==> src/rtl/pipeline_hazard_controller.sv <==
// pipeline_hazard_controller: stall/flush sequencer for load-use, branch, mult/div and dmem-wait hazards
module pipeline_hazard_controller #(
    parameter int MD_LATENCY = 32,
    parameter int CNT_W      = 16
) (
    input  logic             clk,
    input  logic             rst_n,
    input  logic [4:0]       id_rs,
    input  logic [4:0]       id_rt,
    input  logic             id_uses_rt,
    input  logic [4:0]       id_ex_rd,
    input  logic             id_ex_mem_read,
    input  logic             branch_taken,
    input  logic             md_start,
    input  logic             dmem_req,
    input  logic             dmem_ready,
    output logic             pc_en,
    output logic             if_id_en,
    output logic             if_id_flush,
    output logic             id_ex_en,
    output logic             id_ex_flush,
    output logic             ex_mem_en,
    output logic             ex_mem_bubble,
    output logic             mem_wb_en,
    output logic             md_busy,
    output logic [CNT_W-1:0] stall_cycles,
    output logic [CNT_W-1:0] flush_count
);
    localparam int MW = $clog2(MD_LATENCY);
    localparam logic [MW-1:0] MD_LOAD = MW'(MD_LATENCY - 2);
    localparam logic [CNT_W-1:0] CNT_MAX = '1;

    typedef enum logic {RUN, MD_WAIT} state_t;

    state_t        state;
    logic [MW-1:0] md_cnt;
    logic          mem_stall, md_hold, br, lu, hit;

    assign mem_stall = dmem_req & ~dmem_ready;
    assign hit       = id_ex_mem_read & (id_ex_rd != 5'd0) &
                       ((id_ex_rd == id_rs) | (id_uses_rt & (id_ex_rd == id_rt)));
    assign md_hold   = (state == MD_WAIT) ? (md_cnt != '0) : md_start;
    assign br        = (state == RUN) & ~md_start & branch_taken;
    assign lu        = (state == RUN) & ~md_start & ~branch_taken & hit;

    // Reset drives the flush outputs high so nothing leaks through while held
    assign pc_en         = rst_n & ~mem_stall & ~md_hold & ~lu;
    assign if_id_en      = pc_en;
    assign id_ex_en      = rst_n & ~mem_stall & ~md_hold;
    assign ex_mem_en     = rst_n & ~mem_stall;
    assign mem_wb_en     = rst_n & ~mem_stall;
    assign if_id_flush   = ~rst_n | (~mem_stall & br);
    assign id_ex_flush   = ~rst_n | (~mem_stall & (br | lu));
    assign ex_mem_bubble = rst_n & ~mem_stall & md_hold;
    assign md_busy       = rst_n & (state == MD_WAIT);

    always_ff @(posedge clk or negedge rst_n) begin
        if (!rst_n) begin
            state        <= RUN;
            md_cnt       <= '0;
            stall_cycles <= '0;
            flush_count  <= '0;
        end else begin
            if (mem_stall) begin
                md_cnt <= (md_cnt != '0) ? md_cnt - 1'b1 : '0;
            end else if (state == RUN && md_start) begin
                state  <= MD_WAIT;
                md_cnt <= MD_LOAD;
            end else if (state == MD_WAIT) begin
                if (md_cnt != '0)
                    md_cnt <= md_cnt - 1'b1;
                else
                    state <= RUN;
            end
            if (!pc_en && stall_cycles != CNT_MAX)
                stall_cycles <= stall_cycles + 1'b1;
            if (!mem_stall && br && flush_count != CNT_MAX)
                flush_count <= flush_count + 1'b1;
        end
    end
endmodule

==> config.mk <==
export PLATFORM = sky130hd
export DESIGN_NAME = pipeline_hazard_controller
export DESIGN_NICKNAME = d
export VERILOG_FILES = /design/src/rtl/pipeline_hazard_controller.sv
export SDC_FILE = /design/constraint.sdc
export NUM_CORES = 1
export LEC_CHECK = 0
export CORE_ASPECT_RATIO = 0.6
export CORE_MARGIN = 1.5
export CORE_UTILIZATION = 51
export DETAILED_ROUTE_END_ITERATION = 10
export HOLD_SLACK_MARGIN = 0.05
export PLACE_DENSITY = 0.87
export RECOVER_POWER = 25
export SYNTH_ARGS = -nofsm -noshare
export SYNTH_HDL_FRONTEND = slang
export SYNTH_SLANG_ARGS = --single-unit
==> constraint.sdc <==
create_clock -name clk -period 4.1 [get_ports clk]
set_input_delay 0.41 -clock clk [delete_from_list [all_inputs] [get_ports clk]]
set_output_delay 0.41 -clock clk [all_outputs]
set_load 0.01 [all_outputs]
* Word level (Yosys, flattened, before mapping)
Cells that the tools add are included.
Cells by class: $add $sub $neg 3, equality and inequality tests 4, muxes and demuxes 9, bitwise operators 27, reduce and logical (&&, ||, !) cells 11
Operator list (number):
- adder 16 x 1 -> 16 bit, second input constant | 2
- != test 16 bit, second input constant | 2
- two-way mux 5 bit | 5
- bitwise AND 1 bit | 15
- equality test 5 bit | 2
- nonzero test 5 bit | 2
- NOT 1 bit | 8
- nonzero test 3 bit | 2
- subtractor 5 x 1 -> 5 bit, second input constant | 1
- logical AND 1 bit | 4
- two-way mux 1 bit | 4
- OR 1 bit | 4
- zero test 1 bit | 2
- AND reduction 2 bit | 1
Word-level totals: register bits 38, input port bits 23, output and inout bits 41, logic and storage cells 58

* Depth between registers and ports, before layout
word-level depth 9, gate-level depth with buffers 9, gate-level depth less buffers 9

* Worst setup path after synthesis
OpenSTA, ideal clock, no wires.
path kind register -> register, start register md_cnt[0], end register stall_cycles[10], setup time 128 ps, arrival 2053 ps, data required time 3972 ps, path slack 1920 ps, cell stages (with the launch flop) 10, path buffers 0, period minus slack after synthesis 2180 ps, cell sequence dfrtp_1 -> inv_1 -> ha_1 -> nor4b_4 -> a21oi_1 -> and2b_1 -> o21ai_4 -> inv_4 -> nor4b_4 -> mux2_1
On the way: word-level cells in the longest chain between the ends 7
RTL lines:
- start, declared | RTL line 36 | logic [MW-1:0] md_cnt;
- start signal, assigned | RTL line 65 | md_cnt <= (md_cnt != '0) ? md_cnt - 1'b1 : '0;
- start signal, assigned | RTL line 71 | md_cnt <= md_cnt - 1'b1;
- nonzero test 5 bit | RTL line 42 | assign md_hold = (state == MD_WAIT) ? (md_cnt != '0) : md_start;
- two-way mux 1 bit | RTL line 42
- NOT 1 bit
- bitwise AND 1 bit
- via id_ex_en | RTL line 20 | output logic id_ex_en,
- bitwise AND 1 bit | RTL line 47 | assign pc_en = rst_n & ~mem_stall & ~md_hold & ~lu;
- via if_id_en | RTL line 18 | output logic if_id_en,
- zero test 1 bit | RTL line 75 | if (!pc_en && stall_cycles != CNT_MAX)
- logical AND 1 bit | RTL line 75
- end signal, assigned | RTL line 76 | stall_cycles <= stall_cycles + 1'b1;
- end, declared | RTL line 26 | output logic [CNT_W-1:0] stall_cycles,
The timed path passes the listed nets, and every way through them passes these cells. A chain may end at the register's enable or synchronous reset.

* Worst setup path in the final report
start register md_cnt[0], end output if_id_en
On the way: word-level cells in the longest chain between the ends 5
RTL lines (RTL line):
- nonzero test 5 bit | 42
- two-way mux 1 bit | 42
- NOT 1 bit | 47
- bitwise AND 1 bit (2 in a row) | 47
- end, declared | 18
No other way between the ends.

==> results_dict.tcl <==
set metrics [dict create \
    status "completed" \
    synth_compound_area_share_pct 8.89 \
    finalHoldViolations 0 \
    drive_gt1_share_pct 9.64 \
    period_minus_slack_ns 3.14 \
    finalSetupViolCount 0 \
    crit_required_ns 3.69 \
    drt_wl_total_mm 5.29 \
    synth_fa_ha_area_share_pct 2.36 \
    grt_pass1_vias 1709 \
    drt_iter0_drc 157 \
    yosys.area.top_type "dfrtp_1" \
    start_util_pct 55.5 \
    cp_slowest_cell "clkdlybuf4s50_1" \
    die_w_um 86.3 \
    ys_types 42 \
    dieArea_sq_um 4570 \
    synth_top_flop_cell "dfrtp_1" \
    n_fill_cell 280 \
    synth_top_area_share_pct 44.8 \
    routedWlPerCell_um 16.2 \
    crit_family "buffers and inverters" \
    fin_nets 306 \
    clk-insertion-delay-late_ns 0.29 \
    drv_cap 0 \
    coreArea_sq_um 3830 \
    grt_max_degree 41 \
    post-cts-setup-buffer-count 0 \
    layout_commonest_cell "clkdlybuf4s50_1" \
    die_y_um 53.0 \
    vias_per_cell 5.61 \
    port_buffers 63 \
    dr_total_vias 1833 \
    cts_hold_buf 0 \
    ff2ff_setup_slack_ns 1.65 \
    critPathMaxFanout 10 \
    drtAntennaViolNets 0 \
    cts_resized 0 \
    ys_warn_count 0 \
    power.density_nw_per_um2 495 \
    path_buf_inv 3 \
    muxShareOfSynthArea_pct 3.18 \
    cts_sinks 38 \
    synthCells 212 \
    path_class "flop to primary output" \
    path_cells "inv_1 -> ha_1 -> nor4b_4 -> a21oi_1 -> and2b_1 -> o21ai_4 -> inv_4 -> clkdlybuf4s50_1" \
    final_area_sq_um 2900 \
    cp-start-kind "flop" \
    placementRows 17 \
    placed_area_sq_um 2790 \
    synthSimpleGateAreaFrac_pct 25.0 \
    ir_drop_mv 0.315 \
    end_kind "primary output" \
    synth_area_leaders "dfrtp_1, xor2_1, xnor2_1" \
    track_usage_pct 24.9 \
    synthXorXnorAreaFrac_pct 13.2 \
    finalClockSkew_ns 0.0106 \
    timing.final.crit_share_pct 76.6 \
    regArea_sq_um 951 \
    clk_pin_slew_worst_paths_ns 0.08 \
    postSynthAreaPerCell_sq_um 10.0 \
    clk_path_buf_depth 2 \
    rsz0062_at_grt "no" \
    worstMarginPinSlew_ns 0.496 \
    syn_area_sq_um 2120 \
    grt-ovfl-total 0 \
    synthArstFlopShare_pct 100 \
    fmax_mhz 318 \
    cts_root_buf "clkbuf_8" \
    multi_input_comb_area_sq_um 1120 \
    hpwl_mm 3.85 \
    place_congestion 0.895 \
    critPathLaunch "md_cnt[0]$_DFFE_PN0P_" \
    synth-edff-count 0 \
    max_stage_delay_ns 0.56 \
    p_leak_uw 0.00119 \
    timing.rr.end "stall_cycles[10]$_DFFE_PN0P_" \
    max_slew_margin_pct 67.0 \
    cts_buffers 5 \
    cp.arrival_ns 2.73 \
    r2r_cells 9 \
    drcViolationCount 0 \
    diodes 0 \
    worstHoldPathType "input pin to async pin" \
    fin_setup_tns_ns 0 \
    antenna_found_initial 0 \
    grt_pass1_wl_mm 8.58 \
    seq_area_frac_synth_pct 44.8 \
    post-route-util_pct 75.8 \
    holdWs_ns 0.235 \
    final_cells 327 \
    final_cell_mix "clkdlybuf4s50_1, dfrtp_1, nand2_1" \
    htree_levels 2 \
    syn_to_final_growth_pct 36.5 \
    synth_top_family_by_area "simple AND/OR/NAND/NOR gates" \
    pin_count 64 \
    cts_tree "yes" \
    drv_slew 0 \
    worstReg2RegStart "md_cnt[0]$_DFFE_PN0P_" \
    ys_seq_elements 38 \
    dp.cells 319 \
    drt_first_pass_iters 4 \
    syn_nets 239 \
]
## Yosys cell counts (all sizes together) (6+ instances only)
cell type / number
nand3: 9
a21oi: 11
nor2: 16
nor3: 7
xnor2: 14
dfrtp: 38
nand4: 11
mux2: 6
inv: 8
xor2: 18
nand2: 23
## cell families after synthesis
group,after synthesis
AND/OR/NAND/NOR,92
flip-flops,38
XOR/XNOR,32
AO/OA/AOI/OAI,28
buffers and inverters,12
multiplexers,6
adder cells (fa/ha/maj),4
## per-stage QoR
step | total power, uW | setup slack (ns)
finish | 1430 | 0.960
global route | 1530 | 0.790
CTS | 1440 | 0.987
detailed placement | 1120 | 1.04
global placement | 1090 | 1.09
floorplan | 873 | 1.92
## flip-flops by register name, indices dropped and copies added (netlist names)
signal / count
flush_count: 16
md_cnt: 5
stall_cycles: 16
state: 1
## cell type report
cell class / instances / area share (%)
clock inverters: 3 / 1.38
clock buffers: 5 / 2.37
multi-input cells: 162 / 38.5
flip-flops and latches: 38 / 32.8
inverters: 8 / 1.12
repair buffers: 64 / 21.8
well taps: 47 / 2.03
## worst max path at each step
| stage | endpoint | cells after the start |
|---|---|---|
| after floorplan | stall_cycles[10]$_DFFE_PN0P_ | 9 |
| after global routing | pc_en | 8 |
| final | if_id_en | 8 |
| after CTS | if_id_en | 8 |
| after global placement | pc_en | 6 |
| after detailed placement | if_id_en | 6 |
## report_power, final
group | switching, uW | internal [uW] | leakage [uW]
logic | 250 | 281 | 0.000647
clock network | 133 | 179 | 0.0000579
registers | 128 | 465 | 0.000484
total | 510 | 924 | 0.00119
## layer usage
layer | wire (um) | vias to the layer above | global-route usage, %
met5 | 0 | - | 0
met4 | 49 | 0 | 5.65
met3 | 399 | 7 | 6.08
met2 | 2290 | 83 | 37.6
met1 | 2550 | 858 | 36.2
li1 | - | 885 | -
Note: power is estimated with default switching activity, not from simulation.
